==> src/rtl/denorm_pkg.sv <==
// Shared types and default widths for the denormalize block.
package denorm_pkg;

   localparam int DATA_W = 16;
   localparam int FRAC_W = 8;
   localparam int ITER_W = $clog2(DATA_W + 1);

   typedef enum logic [1:0] {
      IDLE,
      MUL,
      FIN,
      DONE
   } state_t;

endpackage

==> src/rtl/shift_add_mul.sv <==
// Unsigned iterative shift-add multiplier: one multiplier bit (LSB-first) per step.
// start loads the operands and clears the accumulator; last flags the final step.
module shift_add_mul #(
   parameter int A_W    = 17,
   parameter int B_W    = 16,
   parameter int ITER_W = $clog2(B_W + 1)
) (
   input  logic                 clk,
   input  logic                 reset_n,
   input  logic                 start,
   input  logic                 step,
   input  logic [A_W-1:0]       a,
   input  logic [B_W-1:0]       b,
   output logic [A_W+B_W-1:0]   product,
   output logic                 last,
   output logic                 done
);

   localparam int P_W = A_W + B_W;

   logic [P_W-1:0]    a_sh;
   logic [B_W-1:0]    b_sh;
   logic [ITER_W-1:0] cnt;

   assign done = (cnt == ITER_W'(B_W));
   assign last = (cnt == ITER_W'(B_W - 1));

   always_ff @(posedge clk) begin
      if (!reset_n) begin
         a_sh    <= '0;
         b_sh    <= '0;
         product <= '0;
         cnt     <= '0;
      end else if (start) begin
         a_sh    <= P_W'(a);
         b_sh    <= b;
         product <= '0;
         cnt     <= '0;
      end else if (step && !done) begin
         if (b_sh[0])
            product <= product + a_sh;
         a_sh <= a_sh << 1;
         b_sh <= b_sh >> 1;
         cnt  <= cnt + 1'b1;
      end
   end

endmodule

==> src/rtl/denormalize.sv <==
// Recovers an integer sensor value: trunc0(norm * std / 2^FRAC_W) + mean.
// Define DENORMALIZE_SAT_EN to clamp the result to [0, 2^DATA_W-1]; otherwise it wraps.
module denormalize #(
   parameter int DATA_W = denorm_pkg::DATA_W,
   parameter int FRAC_W = denorm_pkg::FRAC_W
) (
   input  logic              i_clk,
   input  logic              i_reset_n,
   input  logic              i_valid,
   output logic              o_ready,
   input  logic [DATA_W-1:0] i_norm,
   input  logic [DATA_W-1:0] i_std,
   input  logic [DATA_W-1:0] i_mean,
   output logic              o_valid,
   input  logic              i_ready,
   output logic [DATA_W-1:0] o_data
);

   import denorm_pkg::*;

   localparam int PROD_W = 2 * DATA_W + 1;
   localparam int R_W    = 2 * DATA_W + 2;
   localparam int CNT_W  = $clog2(DATA_W + 1);

   state_t              state;
   logic                sign;
   logic [DATA_W-1:0]   mean_q;
   logic [DATA_W:0]     norm_ext;
   logic [DATA_W:0]     mag_in;
   logic [PROD_W-1:0]   product;
   logic                mul_last;
   logic                mul_done;
   logic                start;
   logic [R_W-1:0]      q_mag;
   logic signed [R_W-1:0] q;
   logic signed [R_W-1:0] r;
   logic [DATA_W-1:0]   res;

   // One extra magnitude bit so -2^(DATA_W-1) maps to +2^(DATA_W-1).
   assign norm_ext = {i_norm[DATA_W-1], i_norm};
   assign mag_in   = i_norm[DATA_W-1] ? (~norm_ext + 1'b1) : norm_ext;

   assign o_ready = (state == IDLE);
   assign start   = (state == IDLE) && i_valid;

   shift_add_mul #(
      .A_W    (DATA_W + 1),
      .B_W    (DATA_W),
      .ITER_W (CNT_W)
   ) u_mul (
      .clk     (i_clk),
      .reset_n (i_reset_n),
      .start   (start),
      .step    (state == MUL),
      .a       (mag_in),
      .b       (i_std),
      .product (product),
      .last    (mul_last),
      .done    (mul_done)
   );

   // Shift the magnitude before applying the sign so the result truncates toward zero.
   assign q_mag = R_W'(product >> FRAC_W);
   assign q     = sign ? -signed'(q_mag) : signed'(q_mag);
   assign r     = q + signed'(R_W'(mean_q));

`ifdef DENORMALIZE_SAT_EN
   always_comb begin
      res = r[DATA_W-1:0];
      if (r[R_W-1])
         res = '0;
      else if (|r[R_W-2:DATA_W])
         res = '1;
   end
`else
   logic unused_hi;
   assign unused_hi = ^r[R_W-1:DATA_W];
   assign res       = r[DATA_W-1:0];
`endif

   logic unused_done;
   assign unused_done = mul_done;

   always_ff @(posedge i_clk) begin
      if (!i_reset_n) begin
         state   <= IDLE;
         sign    <= 1'b0;
         mean_q  <= '0;
         o_valid <= 1'b0;
         o_data  <= '0;
      end else begin
         case (state)
            IDLE: begin
               if (i_valid) begin
                  sign   <= i_norm[DATA_W-1];
                  mean_q <= i_mean;
                  state  <= MUL;
               end
            end
            MUL: begin
               // The final shift-add lands on this same edge.
               if (mul_last)
                  state <= FIN;
            end
            FIN: begin
               o_data  <= res;
               o_valid <= 1'b1;
               state   <= DONE;
            end
            DONE: begin
               if (i_ready) begin
                  o_valid <= 1'b0;
                  state   <= IDLE;
               end
            end
            default: state <= IDLE;
         endcase
      end
   end

endmodule

==> config.mk <==
export PLATFORM = sky130hd
export DESIGN_NAME = denormalize
export DESIGN_NICKNAME = d
export VERILOG_FILES = /design/src/rtl/denorm_pkg.sv /design/src/rtl/shift_add_mul.sv /design/src/rtl/denormalize.sv
export SDC_FILE = /design/constraint.sdc
export NUM_CORES = 1
export LEC_CHECK = 0
export ABC_AREA = 1
export ABC_CLOCK_PERIOD_IN_PS = 6050
export CAP_MARGIN = 40
export CORE_MARGIN = 2
export CORE_UTILIZATION = 30
export CTS_BUF_LIST = sky130_fd_sc_hd__clkbuf_16
export DETAILED_ROUTE_END_ITERATION = 12
export HOLD_SLACK_MARGIN = 0.12
export PLACE_DENSITY_LB_ADDON = 0.3
export SYNTH_ARGS = -nofsm -noshare
export SYNTH_HDL_FRONTEND = slang
export SYNTH_SLANG_ARGS = --single-unit
==> constraint.sdc <==
create_clock -name i_clk -period 6.05 [get_ports i_clk]
set_clock_uncertainty 0.1 [all_clocks]
set_input_delay 1.815 -clock i_clk [delete_from_list [all_inputs] [get_ports i_clk]]
set_output_delay 1.815 -clock i_clk [all_outputs]
set_load 0.01 [all_outputs]
==> impl_metrics.ini <==
[route]
wire_per_inst_um = 12.7
ant_nets = 0
wl_mm = 18.6
vias = 6869
drtIter0Drc = 385
dr.pass1.iters = 5
route.detailed.drc = 0
via_per_inst = 4.68

[placement]
hpwlAfterDp_mm = 14.4
pre_cts_ws_ns = 2.04
dp.cells = 1453
gp_congestion = 0.893
io_buffer_count = 69

[layout]
regArea_mm2 = 0.00210
syn_to_final_growth_pct = 17.7
diodes = 0
multi_input_area_mm2 = 0.00433
final_util_pct = 35.9
final_cells = 1469
fillCellCount = 2603
nets = 1249
drive_gt1_share_pct = 5.04

[floorplan]
die_h_um = 158
fp-row-count = 56
die_area_mm2 = 0.0250
pin_count = 70
initial_core_util_pct = 30.5
die_w_um = 158
core-area_mm2 = 0.0234

[synthesis]
synth_fp_nets = 1199
synth.cell_area_mm2 = 0.00713
synth-edff-count = 0
synthCells = 1095
yosys.cell_types.count = 45
async_flop_share_pct = 0
syn_area_per_cell_um2 = 6.51
yosysWarnings = 0
synth_top_flop_cell = dfxtp_1
ys_seq_area_share_pct = 29.5
ys_ff_latch = 105

[min_path]
min_path_type = reg -> reg

[grt]
grt_overflow = 0
track_usage_pct = 15.6
antenna_found_initial = 0
grt_max_degree = 52
grt_pass1_vias = 6571
top_usage_layer = met2
use_met1_pct = 21.0
grt_pass1_wl_mm = 31.3
grt_use_met3_pct = 3.01
met2_usage_pct = 25.9

[cts]
ctsResizeCount = 0
cts_sinks = 105
cts_buffers = 9
cts-root-buf = clkbuf_16
clkLatencyLatePin_ns = 0.36
cts_buffer_depth = 2
htree_levels = 3
cts.clk_slew.worst_paths_ns = 0.08
cts_tree = yes
hold_buffers = 0
postCtsSetupBuffers = 0

[critical_path]
slowest_delay_ns = 0.43
worstPathArrival_ns = 3.73
worst_path_most_repeated_cell = nand2_2
cp_max_fo = 33
start_kind = input pin
cp_cell_sequence = clkdlybuf4s50_1, nand2_2, buf_4, nand2_2, inv_2, nor2_1, nand2_1, a21oi_1
critPathCaptureType = register
crit_required_ns = 6.18
cp_top_family = buffers and inverters
critPathKind = in -> reg
slowest_stage = clkdlybuf4s50_1
cp_num_buf_inv = 3

[timing]
report.final.setup_viol = 0
drv_slew = 0
worstMarginPinSlew_ns = 0.587
rsz0062_at_grt = false
fmax_ghz = 0.278
fin_ws_ns = 2.45
slew-limit-headroom_pct = 60.8
min_period_ns = 3.60
fin_crit_sh_pct = 59.5
hold_viol_final = 0
setup_tns_ns = 0

[power_and_ir_drop]
p_leak_nw = 3.93
ir_drop_mv = 0.177
power_density_mw_per_mm2 = 321

[run_status]
status = finished, final reports clean

[flow_run]
drv_cap = 0
registers in the layout, summed over array words and instances (netlist names), 2 cells and up:
signal	cells
mean_q	16
state	2
u_mul.product	24
u_mul.cnt	5
u_mul.b_sh	16
u_mul.a_sh	24
o_data	16
logic make-up after synthesis:
| group | after synthesis | synth area share, % |
|---|---|---|
| flops | 105 | 29.5 |
| simple gates | 513 | 30.3 |
| buf+inv | 173 | 9.77 |
| fa+ha+maj | 52 | 9.33 |
| compound gates | 217 | 16.8 |
| xor+xnor | 35 | 4.30 |
per-stage QoR:
stage	power (mW)	hold slack, ns	cell area (µm²)
2_1_floorplan	1.79	0.340	7130
3_3_place_gp	2.11	0.352	8080
3_5_place_dp	2.12	0.358	8090
4_1_cts	2.73	0.368	8400
5_1_grt	2.94	0.383	8400
6_report	2.70	0.371	8400
Yosys cell counts, drive strengths merged (2+ instances only):
cell type | count | area share (%)
inv | 137 | 7.2
ha | 50 | 8.8
nor2 | 138 | 7.7
o21bai | 5 | 0.53
buf | 19 | 1.6
a21o | 4 | 0.42
a21oi | 86 | 6.2
a31oi | 18 | 1.6
o211ai | 6 | 0.63
o21ai | 85 | 6.0
dfxtp | 105 | 29
nand3 | 69 | 4.8
nand2 | 277 | 15
clkbuf | 16 | 0.84
nor3 | 9 | 0.70
nand4 | 14 | 1.3
xnor2 | 5 | 0.61
or2 | 2 | 0.18
fa | 2 | 0.56
xor2 | 30 | 3.7
o21a | 6 | 0.63
o221ai | 3 | 0.37
cell usage in the layout (no fill, tap or decap), types with 6 or more instances in the layout:
cell type          n
o21ai_1            6
clkdlybuf4s50_1   69
o211ai_1           6
a31oi_1           18
xor2_1            30
a21oi_1           82
o21a_1             6
nor2_2             6
nand4_1           13
nand2_2           10
o21ai_0           79
dfxtp_1          105
ha_1              50
nor3_1             8
nand3_1           69
inv_2              9
nand2_1          265
clkbuf_16          9
nor2_1           130
inv_1            127
power breakdown:
| part | internal [mW] | total, mW | leakage, nW | switching, mW |
|---|---|---|---|---|
| clock network | 0.295 | 0.600 | 0.146 | 0.305 |
| registers | 0.850 | 0.971 | 0.858 | 0.120 |
| logic | 0.421 | 1.13 | 2.92 | 0.706 |
| total | 1.57 | 2.70 | 3.93 | 1.13 |
path summary, 6_finish.rpt:
path / from / endpoint / slack [ns] / cells past startpoint
worst min-delay path: u_mul.b_sh[15] / u_mul.b_sh[15] / 0.37 / 2
worst min register to register: u_mul.b_sh[15] / u_mul.b_sh[15] / 0.37 / 2
worst max-delay path: i_valid / u_mul.a_sh[8] / 2.45 / 8
worst max register to register: u_mul.product[8] / o_data[15] / 3.02 / 13
worst reg2reg max path: stages, from the launching register on:
cell and delay [ns]:
dfxtp_1 0.37, inv_1 0.12, ha_1 0.20, nand4_1 0.18, o21ai_0 0.44, nand2_1 0.12, xor2_1 0.23, ha_1 0.28
a21oi_1 0.21, o21ai_0 0.13, a21oi_1 0.17, nand2_1 0.07, a21oi_1 0.19, a21oi_1 0.10
final cells by class:
type                       instances  share of cell area [%]
clock buffer                       9                    2.68
clock inverter                     7                   0.954
inverter                         138                    6.20
multi-input combinational        817                    51.6
sequential                       105                    25.0
tap                              319                    4.75
timing repair buffer              74                    8.76
routing by layer:
layer	wire (µm)	vias up	part of all wire [%]
met5	0	-	0
met4	144	0	0.77
met3	688	11	3.7
met2	8480	102	46
met1	9320	3105	50
li1	-	3651	-
Note: power is estimated with default switching activity, not from simulation.
